==> config.mk <==
export PLATFORM = sky130hd
export DESIGN_NAME = rr_mux81
export DESIGN_NICKNAME = d
export VERILOG_FILES = /design/src/rtl/rr_mux81_pkg.sv /design/src/rtl/rr_arbiter8.sv /design/src/rtl/rr_mux81.sv
export SDC_FILE = /design/constraint.sdc
export NUM_CORES = 1
export LEC_CHECK = 0
export CORE_MARGIN = 2
export CORE_UTILIZATION = 45
export CTS_BUF_LIST = sky130_fd_sc_hd__clkbuf_4
export CTS_CLUSTER_DIAMETER = 150
export DETAILED_ROUTE_END_ITERATION = 10
export GPL_TIMING_DRIVEN = 1
export PLACE_DENSITY = 0.91
export SLEW_MARGIN = 0
export SYNTH_ARGS = -nofsm -noshare
export SYNTH_HDL_FRONTEND = slang
export SYNTH_SLANG_ARGS = --single-unit
==> constraint.sdc <==
create_clock -name clk -period 9.1 [get_ports clk]
set_input_delay 1.82 -clock clk [delete_from_list [all_inputs] [get_ports clk]]
set_output_delay 1.82 -clock clk [all_outputs]
set_load 0.02 [all_outputs]
==> src/rtl/rr_mux81_pkg.sv <==
// rtl/rr_mux81_pkg.sv - shared constants and output-stage state for the 8:1 round-robin collector
package rr_mux81_pkg;

   localparam int N_CH   = 8;
   localparam int SEL_W  = 3;
   localparam int DEF_DW = 8;

   typedef enum logic {
      ST_EMPTY = 1'b0,
      ST_FULL  = 1'b1
   } out_state_e;

endpackage

==> src/rtl/rr_arbiter8.sv <==
// rtl/rr_arbiter8.sv - combinational 8-way round-robin grant search starting at ptr
module rr_arbiter8
   import rr_mux81_pkg::*;
(
   input  logic [N_CH-1:0]  req,
   input  logic [SEL_W-1:0] ptr,
   input  logic             en,
   output logic [N_CH-1:0]  gnt,
   output logic [SEL_W-1:0] gnt_idx,
   output logic             any
);

   logic [SEL_W-1:0] w_idx;

   // Walk offsets from farthest to nearest so the closest requester at or after ptr wins.
   always_comb begin
      gnt_idx = ptr;
      w_idx   = ptr;
      for (int k = N_CH - 1; k >= 0; k--) begin
         w_idx = ptr + SEL_W'(k);
         if (req[w_idx]) begin
            gnt_idx = w_idx;
         end
      end
   end

   always_comb begin
      any = |req;
      gnt = '0;
      if (en && any) begin
         gnt[gnt_idx] = 1'b1;
      end
   end

endmodule

==> src/rtl/rr_mux81.sv <==
// rtl/rr_mux81.sv - 8:1 round-robin collector with a registered valid/ready output stage
module rr_mux81
   import rr_mux81_pkg::*;
#(
   parameter int DW = DEF_DW
) (
   input  logic                 clk,
   input  logic                 rst_n,
   input  logic [N_CH-1:0]      in_valid,
   input  logic [N_CH*DW-1:0]   in_data,
   output logic [N_CH-1:0]      in_ready,
   output logic                 out_valid,
   output logic [DW-1:0]        out_data,
   output logic [SEL_W-1:0]     out_sel,
   input  logic                 out_ready
);

   out_state_e       r_state;
   out_state_e       w_state_nxt;
   logic [SEL_W-1:0] r_ptr;
   logic [SEL_W-1:0] r_sel;
   logic [DW-1:0]    r_data;
   logic [N_CH-1:0]  w_gnt;
   logic [SEL_W-1:0] w_gnt_idx;
   logic             w_any;
   logic             w_load_ok;
   logic             w_en;
   logic             w_take;

   // Gating with rst_n keeps in_ready low while reset is held, even though the stage reads EMPTY.
   assign w_load_ok = (r_state == ST_EMPTY) || out_ready;
   assign w_en      = w_load_ok && rst_n;
   assign w_take    = w_en && w_any;

   rr_arbiter8 u_arb (
      .req     (in_valid),
      .ptr     (r_ptr),
      .en      (w_en),
      .gnt     (w_gnt),
      .gnt_idx (w_gnt_idx),
      .any     (w_any)
   );

   always_ff @(posedge clk or negedge rst_n) begin
      if (!rst_n) begin
         r_state <= ST_EMPTY;
      end else begin
         r_state <= w_state_nxt;
      end
   end

   always_comb begin
      w_state_nxt = r_state;
      case (r_state)
         ST_EMPTY: if (w_take) w_state_nxt = ST_FULL;
         ST_FULL:  if (!w_take && out_ready) w_state_nxt = ST_EMPTY;
         default:  w_state_nxt = ST_EMPTY;
      endcase
   end

   always_ff @(posedge clk or negedge rst_n) begin
      if (!rst_n) begin
         r_data <= '0;
         r_sel  <= '0;
         r_ptr  <= '0;
      end else if (w_take) begin
         r_data <= in_data[w_gnt_idx*DW +: DW];
         r_sel  <= w_gnt_idx;
         r_ptr  <= w_gnt_idx + SEL_W'(1);
      end
   end

   assign in_ready  = w_gnt;
   assign out_valid = (r_state == ST_FULL);
   assign out_data  = r_data;
   assign out_sel   = r_sel;

endmodule

==> results_dict.tcl <==
set metrics [dict create \
    run_status "completed" \
    muxShareOfSynthArea_pct 44.4 \
    port_buffers 94 \
    grt_usage_pct 26.7 \
    synth-xor-area-share_pct 1.15 \
    syn-num-nets 311 \
    clk_pin_slew_ns 0.09 \
    cts_setup_buffers 0 \
    fp.dieW_um 75.4 \
    rsz0062_at_grt "false" \
    syn_inst 234 \
    final_cell_mix "clkdlybuf4s50_1 (94), mux2i_1 (21), mux2_1 (20)" \
    start_util_pct 47.6 \
    clk_latency_ns 0.30 \
    arrival_ns 5.52 \
    fin_crit_sh_pct 80.6 \
    clock_path_buffers 2 \
    firstDrtPassIters 7 \
    htreeDepth 1 \
    worstRegToRegCells 11 \
    design.die.area_mm2 0.00568 \
    cts_tree "yes" \
    p_leak_nw 1.27 \
    yosysSeqAreaShare_pct 16.4 \
    synth_cell_type_count 47 \
    timing_hold_violations_final 0 \
    drcViolationCount 0 \
    setup_tns_ns 0 \
    via_per_inst 6.29 \
    detailed_place_hpwl_mm 5.71 \
    r2r-end "out_data[3]" \
    syn_avg_cell_area_um2 9.80 \
    tightest_slew_ns 0.989 \
    ys_async_sr_fraction_pct 100 \
    crit_fanout 40 \
    rows 25 \
    ant_nets 0 \
    wl_per_cell_um 19.0 \
    fp.dieH_um 75.4 \
    hold_depth 2 \
    synth_top_family_by_area "multiplexers" \
    min_from "out_sel[2]" \
    worst_setup_path_end_kind "primary output" \
    hold_path.class "reg -> reg" \
    drv_slew 0 \
    clock-skew-final_ns 0.00287 \
    synth-simple-area-share_pct 10.9 \
    max_freq_mhz 136 \
    whs_endpoint "out_sel[2]" \
    start_kind "input pin" \
    post-route-util_pct 67.8 \
    first_iter_violations 340 \
    io-pin-count 95 \
    slew_headroom_pct 33.9 \
    finalSetupViolations 0 \
    critPathRequiredTime_ns 7.28 \
    routed_wl_mm 7.25 \
    cts_resized 0 \
    via_count 2401 \
    irDropWorstVdd_mv 0.282 \
    overflow 0 \
    area_growth_pct 42.6 \
    maxCapViolCount 0 \
    final.fill_count 378 \
    grt_antenna_before_repair 0 \
    antenna-diode-count 0 \
    synth_warnings 0 \
    synth_top_area_share_pct 16.4 \
    drive_gt1_share_pct 14.9 \
    synth.area.top_cells "dfrtp_1 (16%), mux4_2 (12%), mux2_1 (9.8%), mux2i_1 (9.2%), mux2_4 (7.2%)" \
    timing.rr.start "r_ptr[1]" \
    core_area_mm2 0.00482 \
    grt_pass1_vias 2479 \
    synth_fa_ha_area_share_pct 1.09 \
    synth_edf_count 0 \
    synth_ff_type "dfrtp_1" \
    period_needed_ns 7.34 \
    power.density_mw_per_mm2 446 \
    root_buffer "clkbuf_4" \
    synth_top_area_cell "dfrtp_1" \
    final_common_cell "clkdlybuf4s50_1" \
    layout.nets 393 \
    grt_max_degree 41 \
    critPathKind "in -> out" \
    gp_congestion 0.917 \
    synth_compound_area_share_pct 19.8 \
    regToRegSetupSlack_ns 4.29 \
    cts_buffers 3 \
    clkSinkCount 15 \
    synth_area_mm2 0.00229 \
    synth-seq-cells 15 \
    holdBufCountCts 0 \
    grt_pass1_wl_mm 11.8 \
]
layer usage:
layer / vias up / global-route usage [%] / share of wire (%)
met3: 20 / 4.76 / 7.5
met5: - / 0 / 0
li1: 1105 / - / -
met1: 1119 / 31.6 / 37
met2: 157 / 47.7 / 53
met4: 0 / 10.5 / 2.9
power breakdown:
part | leakage [nW] | total [mW] | switching [mW] | internal [mW]
clock | 0.0177 | 0.0401 | 0.0237 | 0.0164
combinational | 1.07 | 1.26 | 0.649 | 0.616
sequential | 0.183 | 0.151 | 0.0488 | 0.102
logic make-up after synthesis:
logic type | Yosys count
adders and majority gates | 2
xor gates and xnor gates | 3
DFF | 15
and+or+nand+nor | 54
buffers and inverters | 28
muxes | 77
AOI/OAI and AO/OA | 55
flip-flops by register name, indices dropped and copies added, names as in the netlist:
register   count
out_data       8
out_valid      1
out_sel        3
r_ptr          3
how the worst max path moves through the flow:
stage | from | endpoint | slack [ns]
after global placement | in_valid[5] | in_ready[7] | 1.89
after detailed placement | in_valid[5] | in_ready[7] | 1.80
after floorplan | in_valid[0] | in_ready[3] | 3.09
after CTS | in_valid[5] | in_ready[7] | 1.79
after global routing | in_valid[4] | in_ready[3] | 1.66
final | in_valid[5] | in_ready[7] | 1.76
stage by stage:
stage | area, µm² | power, mW | instances | hold slack [ns] | setup WS, ns
floorplan | 2290 | 1.12 | 234 | 0.590 | 3.09
global placement | 3240 | 1.35 | 378 | 0.467 | 1.89
detailed placement | 3240 | 1.40 | 378 | 0.486 | 1.80
CTS | 3270 | 1.44 | 382 | 0.508 | 1.79
global route | 3270 | 1.56 | 382 | 0.550 | 1.66
finish | 3270 | 1.46 | 382 | 0.502 | 1.76
synthesized netlist by cell type, drive strengths merged (2+ instances only):
cell	number
mux4	12
nand2	15
nand3	3
nor4	3
nor2	16
o21ai	5
clkbuf	10
or3	4
o221ai	2
and3	2
a31oi	3
o211ai	4
a221o	2
a222oi	16
a32oi	2
nand2b	4
mux2	44
buf	12
a21oi	6
inv	4
ha	2
o21bai	2
dfrtp	15
o21a	2
xnor2	2
mux2i	21
clkinv	2
nor3	6
final cells by class:
type | count | area (µm²) | area share (%)
clock buffer | 3 | 22.5 | 0.689
multi-input combinational | 191 | 1780 | 54.5
tap | 67 | 83.8 | 2.57
inverter | 6 | 22.5 | 0.689
sequential | 15 | 375 | 11.5
timing repair buffer | 99 | 978 | 29.9
clock inverter | 1 | 5.00 | 0.153
critical path, stage by stage:
cell and delay, ns:
clkdlybuf4s50_1 0.56, mux2_1 0.45, mux4_2 0.56, a32o_1 0.23, a221o_1 0.36, a21oi_4 0.11, buf_4 0.46, nand2_1 0.19
nor2_1 0.14, clkdlybuf4s50_1 0.62
Note: power is estimated with default switching activity, not from simulation.
